[config.mk]
export PLATFORM = sky130hd
export DESIGN_NAME = pulse_stretch_display_flat
export DESIGN_NICKNAME = d
export VERILOG_FILES = /design/src/rtl/pulse_stretch_display_if.sv /design/src/rtl/pulse_stretch_display.sv /design/src/flat_wrapper.sv
export SDC_FILE = /design/constraint.sdc
export NUM_CORES = 1
export LEC_CHECK = 0
export CAP_MARGIN = 0
export CORE_MARGIN = 1.5
export CORE_UTILIZATION = 34
export DETAILED_ROUTE_END_ITERATION = 10
export HOLD_SLACK_MARGIN = 0.02
export PLACE_DENSITY = 0.65
export SLEW_MARGIN = 5
export SYNTH_ARGS = -nofsm -noshare
export SYNTH_HDL_FRONTEND = slang
export SYNTH_SLANG_ARGS = --single-unit
[constraint.sdc]
create_clock -name clk -period 4.11 [get_ports clk]
set_clock_uncertainty 0.1 [all_clocks]
set_input_delay 0.411 -clock clk [delete_from_list [all_inputs] [get_ports clk]]
set_output_delay 0.411 -clock clk [all_outputs]
set_load 0.01 [all_outputs]
[src/rtl/pulse_stretch_display_if.sv]
// rtl/pulse_stretch_display_if.sv - event strobe in, stretched LED level and queue status out
interface pulse_stretch_display_if #(
  parameter int PEND_W = 2
);
  logic              in;
  logic              out;
  logic              busy;
  logic [PEND_W-1:0] pending;
  logic              overflow;

  modport master (output in, input out, busy, pending, overflow);
  modport slave  (input in, output out, busy, pending, overflow);
endinterface

[src/rtl/pulse_stretch_display.sv]
// rtl/pulse_stretch_display.sv - turns single-cycle event pulses into fixed-length LED blinks
module pulse_stretch_display #(
  parameter int ON_CYCLES  = 4,
  parameter int GAP_CYCLES = 2,
  parameter int PEND_W     = 2
) (
  input  logic                    clk,
  input  logic                    reset_n,
  pulse_stretch_display_if.slave  bus
);
  localparam int MAXC = (ON_CYCLES > GAP_CYCLES) ? ON_CYCLES : GAP_CYCLES;
  localparam int TW   = $clog2(MAXC) + 1;
  localparam logic [TW-1:0]     ON_LOAD  = TW'(ON_CYCLES - 1);
  localparam logic [TW-1:0]     GAP_LOAD = TW'(GAP_CYCLES - 1);
  localparam logic [PEND_W-1:0] PEND_MAX = {PEND_W{1'b1}};

  typedef enum logic [1:0] {IDLE, ON, GAP} state_t;

  state_t            state_q, state_d;
  logic [TW-1:0]     timer_q, timer_d;
  logic [PEND_W-1:0] pending_q, pending_d;
  logic              overflow_q, overflow_d;
  logic              out_q, out_d;
  logic              busy_q, busy_d;
  logic              consume, dec, inc;

  always_comb begin
    state_d    = state_q;
    timer_d    = timer_q;
    pending_d  = pending_q;
    overflow_d = overflow_q;
    consume    = 1'b0;
    dec        = 1'b0;
    case (state_q)
      IDLE: begin
        if (bus.in) begin
          state_d = ON;
          timer_d = ON_LOAD;
          consume = 1'b1;
        end
      end
      ON: begin
        if (timer_q != '0) begin
          timer_d = timer_q - 1'b1;
        end else begin
          state_d = GAP;
          timer_d = GAP_LOAD;
        end
      end
      GAP: begin
        if (timer_q != '0) begin
          timer_d = timer_q - 1'b1;
        end else if (pending_q != '0) begin
          // Queued events take priority; a simultaneous strobe is queued in its place.
          state_d = ON;
          timer_d = ON_LOAD;
          dec     = 1'b1;
        end else if (bus.in) begin
          state_d = ON;
          timer_d = ON_LOAD;
          consume = 1'b1;
        end else begin
          state_d = IDLE;
        end
      end
      default: begin
        state_d = IDLE;
        timer_d = '0;
      end
    endcase

    inc = bus.in && !consume;
    if (inc && !dec) begin
      if (pending_q != PEND_MAX) pending_d = pending_q + 1'b1;
      else                       overflow_d = 1'b1;
    end else if (dec && !inc) begin
      pending_d = pending_q - 1'b1;
    end

    // Outputs decode the next state so they are flop outputs aligned with the state.
    out_d  = (state_d == ON);
    busy_d = (state_d != IDLE);
  end

  always_ff @(posedge clk or negedge reset_n) begin
    if (!reset_n) begin
      state_q    <= IDLE;
      timer_q    <= '0;
      pending_q  <= '0;
      overflow_q <= 1'b0;
      out_q      <= 1'b0;
      busy_q     <= 1'b0;
    end else begin
      state_q    <= state_d;
      timer_q    <= timer_d;
      pending_q  <= pending_d;
      overflow_q <= overflow_d;
      out_q      <= out_d;
      busy_q     <= busy_d;
    end
  end

  assign bus.out      = out_q;
  assign bus.busy     = busy_q;
  assign bus.pending  = pending_q;
  assign bus.overflow = overflow_q;
endmodule

[src/flat_wrapper.sv]
// flat-port wrapper written by rule: the top's interface ports become plain ports
module pulse_stretch_display_flat 
#(
  parameter int ON_CYCLES  = 4,
  parameter int GAP_CYCLES = 2,
  parameter int PEND_W     = 2
)
  (clk, reset_n, bus_in, bus_out, bus_busy, bus_pending, bus_overflow);
  pulse_stretch_display_if #(.PEND_W(PEND_W)) bus_i ();
  input  logic clk;
  input  logic reset_n;
  input wire logic [$bits(bus_i.in)-1:0] bus_in;
  output wire logic [$bits(bus_i.out)-1:0] bus_out;
  output wire logic [$bits(bus_i.busy)-1:0] bus_busy;
  output wire logic [$bits(bus_i.pending)-1:0] bus_pending;
  output wire logic [$bits(bus_i.overflow)-1:0] bus_overflow;
  assign bus_i.in = bus_in;
  assign bus_out = bus_i.out;
  assign bus_busy = bus_i.busy;
  assign bus_pending = bus_i.pending;
  assign bus_overflow = bus_i.overflow;
  pulse_stretch_display #(.ON_CYCLES(ON_CYCLES), .GAP_CYCLES(GAP_CYCLES), .PEND_W(PEND_W)) u_core (.clk(clk), .reset_n(reset_n), .bus(bus_i));
endmodule
==> PnR_summary.wiki <==
{| class="wikitable"
! Metric !! Value
|-
| Ys flop type || sky130_fd_sc_hd__dfrtp_1
|-
| Vias || approximately 500
|-
| H-tree lvl count || 1
|-
| Flop pwr share || 0.394
|-
| Register bit count reported by yosys || 10
|-
| Number of synthesized flops with an enable pin || 0
|-
| Leading cell types by count after synthesis || sky130_fd_sc_hd__dfrtp_1 (10), sky130_fd_sc_hd__nor2_1 (7), sky130_fd_sc_hd__nand2_1 (6)
|-
| TritonCTS clock tree || built
|-
| Clock period minus final worst setup slack || 1.82 ns
|-
| Slack of the worst reg-to-reg path || approximately 2.4 ns
|-
| Final routed DRC violation total || 1
|-
| Crit path buffers/inverters || 1
|-
| Area share of the largest cell type after synthesis || 0.427
|-
| Data required, critical path || between 3 and 4 ns
|-
| # clock sinks || 10
|-
| Combinational share of power || 0.432
|-
| Run status || complete, but fails checks
|-
| Final worst path period share || 0.442
|-
| Worst hold margin || between 0.3 and 0.4 ns
|-
| Worst path cell trace || clkdlybuf4s50_1
|-
| Area Overhead vs Synth || 16.0%
|-
| Ys Warns || 0
|-
| Vias in the first global route || approximately 450
|-
| Global-route wire length before repair || roughly 1900 um
|-
| Net count reported at finish || 78
|-
| I/O pin count || 8
|-
| Maximum operating frequency || 550 MHz
|-
| Cell Int Power || approximately 300 uW
|-
| Weighted congestion reported at the end of routability-driven placement || slightly below 0.8
|-
| CP Capture Type || output port
|-
| Initial DRC Count || 32
|-
| Mapped Area || approximately 590 sq um
|-
| Final ANT Viol Nets || 0
|-
| Chip width || about 45 um
|-
| Non-Filler Instances || between 80 and 90
|-
| Main area contributors after synthesis || sky130_fd_sc_hd__dfrtp_1 (43%), sky130_fd_sc_hd__nor2_1 (4.5%), sky130_fd_sc_hd__a221oi_1 (4.5%)
|-
| Power Density || ~760 nW/um^2
|-
| Worst setup path class || reg2out
|-
| DPL Wire Length || about 780 um
|-
| Class of the tightest hold or removal check || in2async
|-
| Number of placed instances, taps included || 84
|-
| All-layer global routing usage || 0.138
|-
| Post-Syn Instances || 67
|-
| Ys async rst share || 1.00
|-
| Clock slew at the register clock pins of the worst setup and hold paths || roughly 0.07 ns
|-
| Detailed Routing Iterations Pass 1 || 8
|-
| Core area || roughly 1600 sq um
|-
| Max-slew violation total from the final report || 0
|-
| Total of endpoints with negative setup slack in the final report || 0
|-
| Share of final-layout standard cells stronger than drive strength 1 || 0.0833
|-
| Worst endpoint data arrival time || approximately 1.3 ns
|-
| Critical Path Slowest Stage Cell || sky130_fd_sc_hd__clkdlybuf4s50_1
|-
| Hold-fix buffers at CTS || 0
|-
| Relative contribution of the clock network to total power || 0.174
|-
| Largest buffer count on any clock path || 2
|-
| Number of inserted filler cells in the final layout || 149
|-
| TritonCTS Buffers || 3
|-
| Worst slew margin relative to its limit || 0.664
|-
| Pin count of the biggest net entering global routing || 18
|-
| Site Rows || 14
|-
| Dominant cell by count in the synthesized netlist || sky130_fd_sc_hd__dfrtp_1
|-
| Cell family contributing the most delay on the critical path || buffers and inverters
|-
| LEAKAGE || between 0.2 and 0.3 nW
|-
| Detail-routed via count per cell || ~5.7
|-
| Max-capacitance violation count || 0
|-
| Fraction of the yosys area taken by sequential cells || 0.427
|-
| Delay of the slowest cell on the worst path || roughly 0.58 ns
|-
| Post-Synthesis Mean Instance Area || between 8 and 9 sq um
|-
| Initial antenna violation count || 0
|-
| Synthesized Nets || between 70 and 80
|-
| Die footprint || slightly below 2000 sq um
|-
| Cts repair resizes || 0
|-
| Starting utilization of the core area || 0.376
|-
| Number of buffers added for setup after CTS || 0
|-
| Clk Tree Root Cell || sky130_fd_sc_hd__clkbuf_4
|-
| Total wirelength of the detailed-routed design || around 1100 um
|-
| Unrepaired setup endpoints after global routing || false
|-
| Switching power || 211 uW
|-
| Dominant cell type by area after synthesis || sky130_fd_sc_hd__dfrtp_1
|-
| Routed wire length per instance || approximately 13 um
|-
| Critical path peak fanout || 8
|-
| Setup TNS after final layout || 0 ns
|-
| VDD IR-drop max || between 0.2 and 0.3 mV
|-
| Vertical die dimension || around 45 um
|-
| Switching portion of total power || 0.410
|-
| Library cells used by synthesis || 26
|-
| Slew at the pin closest to its max-slew limit || slightly above 0.5 ns
|-
| Hold Fails Final Rpt || 0
|-
| Port Buf Inserts || 7
|-
| Remaining global-route overflow || 0
|-
| Worst skew pair latency || 0.27 ns
|-
| Startpoint Class || flop
|-
| Antenna diode instance count || 0
|-
| Failing checks || DRC
|}
[sequential cells by signal, summed over array words and instances (netlist names)]
register / count
u_core.bus.out: 1
u_core.timer_q: 3
u_core.bus.overflow: 1
u_core.state_q: 2
u_core.bus.pending: 2
u_core.bus.busy: 1
[worst paths after layout]
kind / to / startpoint / cells past startpoint
min in group clk: u_core.bus.overflow / u_core.bus.overflow / 1
setup reg to reg: u_core.bus.out / u_core.timer_q[1] / 5
setup / recovery: bus_pending[1] / u_core.bus.pending[1] / 1
hold reg to reg: u_core.bus.overflow / u_core.bus.overflow / 1
hold / removal: u_core.timer_q[2] / reset_n / 1
max in group asynchronous: u_core.timer_q[0] / reset_n / 1
[metrics by stage]
| step | power (mW) | utilization | worst slack, ns | instance area, sq um |
|---|---|---|---|---|
| floorplan | 0.371 | - | 2.64 | 586 |
| global placement | 0.420 | 0.413 | 2.31 | 643 |
| detailed placement | 0.426 | 0.413 | 2.28 | 643 |
| CTS | 0.518 | 0.436 | 2.28 | 679 |
| global route | 0.565 | 0.436 | 2.21 | 679 |
| finish | 0.514 | 0.436 | 2.29 | 679 |
[cell families (layout without fill, tap and decap cells)]
kind of cell,count (synthesis),count (layout),share of synthesized area
buffers and inverters,11,16,0.0876
XOR/XNOR,1,1,0.0150
adder cells (fa/ha/maj),2,2,0.0427
multiplexers,1,1,0.0171
flip-flops,10,10,0.427
AND/OR/NAND/NOR,22,22,0.180
AO/OA/AOI/OAI,20,20,0.231
[cells in the final DEF, fill, tap and decap left out, types with 2 or more instances in the layout]
master,netlist,final
sky130_fd_sc_hd__a221oi_1,3,3
sky130_fd_sc_hd__o21ai_0,3,3
sky130_fd_sc_hd__a31oi_1,2,2
sky130_fd_sc_hd__clkbuf_4,0,3
sky130_fd_sc_hd__ha_1,2,2
sky130_fd_sc_hd__nor3_1,2,2
sky130_fd_sc_hd__o22a_1,2,2
sky130_fd_sc_hd__dfrtp_1,10,10
sky130_fd_sc_hd__inv_1,5,5
sky130_fd_sc_hd__nand3_1,2,2
sky130_fd_sc_hd__nand2_1,6,6
sky130_fd_sc_hd__clkdlybuf4s50_1,0,7
sky130_fd_sc_hd__a21oi_1,5,5
sky130_fd_sc_hd__nor2_1,7,7
[area by class of cell]
cell class	instances	area, sq um	share of cell area
clock buffers	4	36.3	0.0534
multi-input cells	46	284	0.418
repair buffers	7	70.1	0.103
inverters	5	18.8	0.0276
well taps	16	20.0	0.0295
flip-flops and latches	10	250	0.368
[power by group through the flow]
stage,logic (mW),clock network [mW],registers [mW]
finish,0.222,0.0893,0.202
global placement,0.216,0,0.204
CTS,0.223,0.0930,0.202
global route,0.251,0.100,0.213
floorplan,0.203,0,0.169
detailed placement,0.223,0,0.203
[metal layers]
layer / routed length [um] / track usage / up-vias
met2: 538 / 0.206 / 12
li1: - / - / 248
met5: 0 / 0 / -
met4: 13 / 0.0545 / 0
met3: 58 / 0.0857 / 2
met1: 498 / 0.158 / 236
Note: power is estimated with default switching activity, not from simulation.
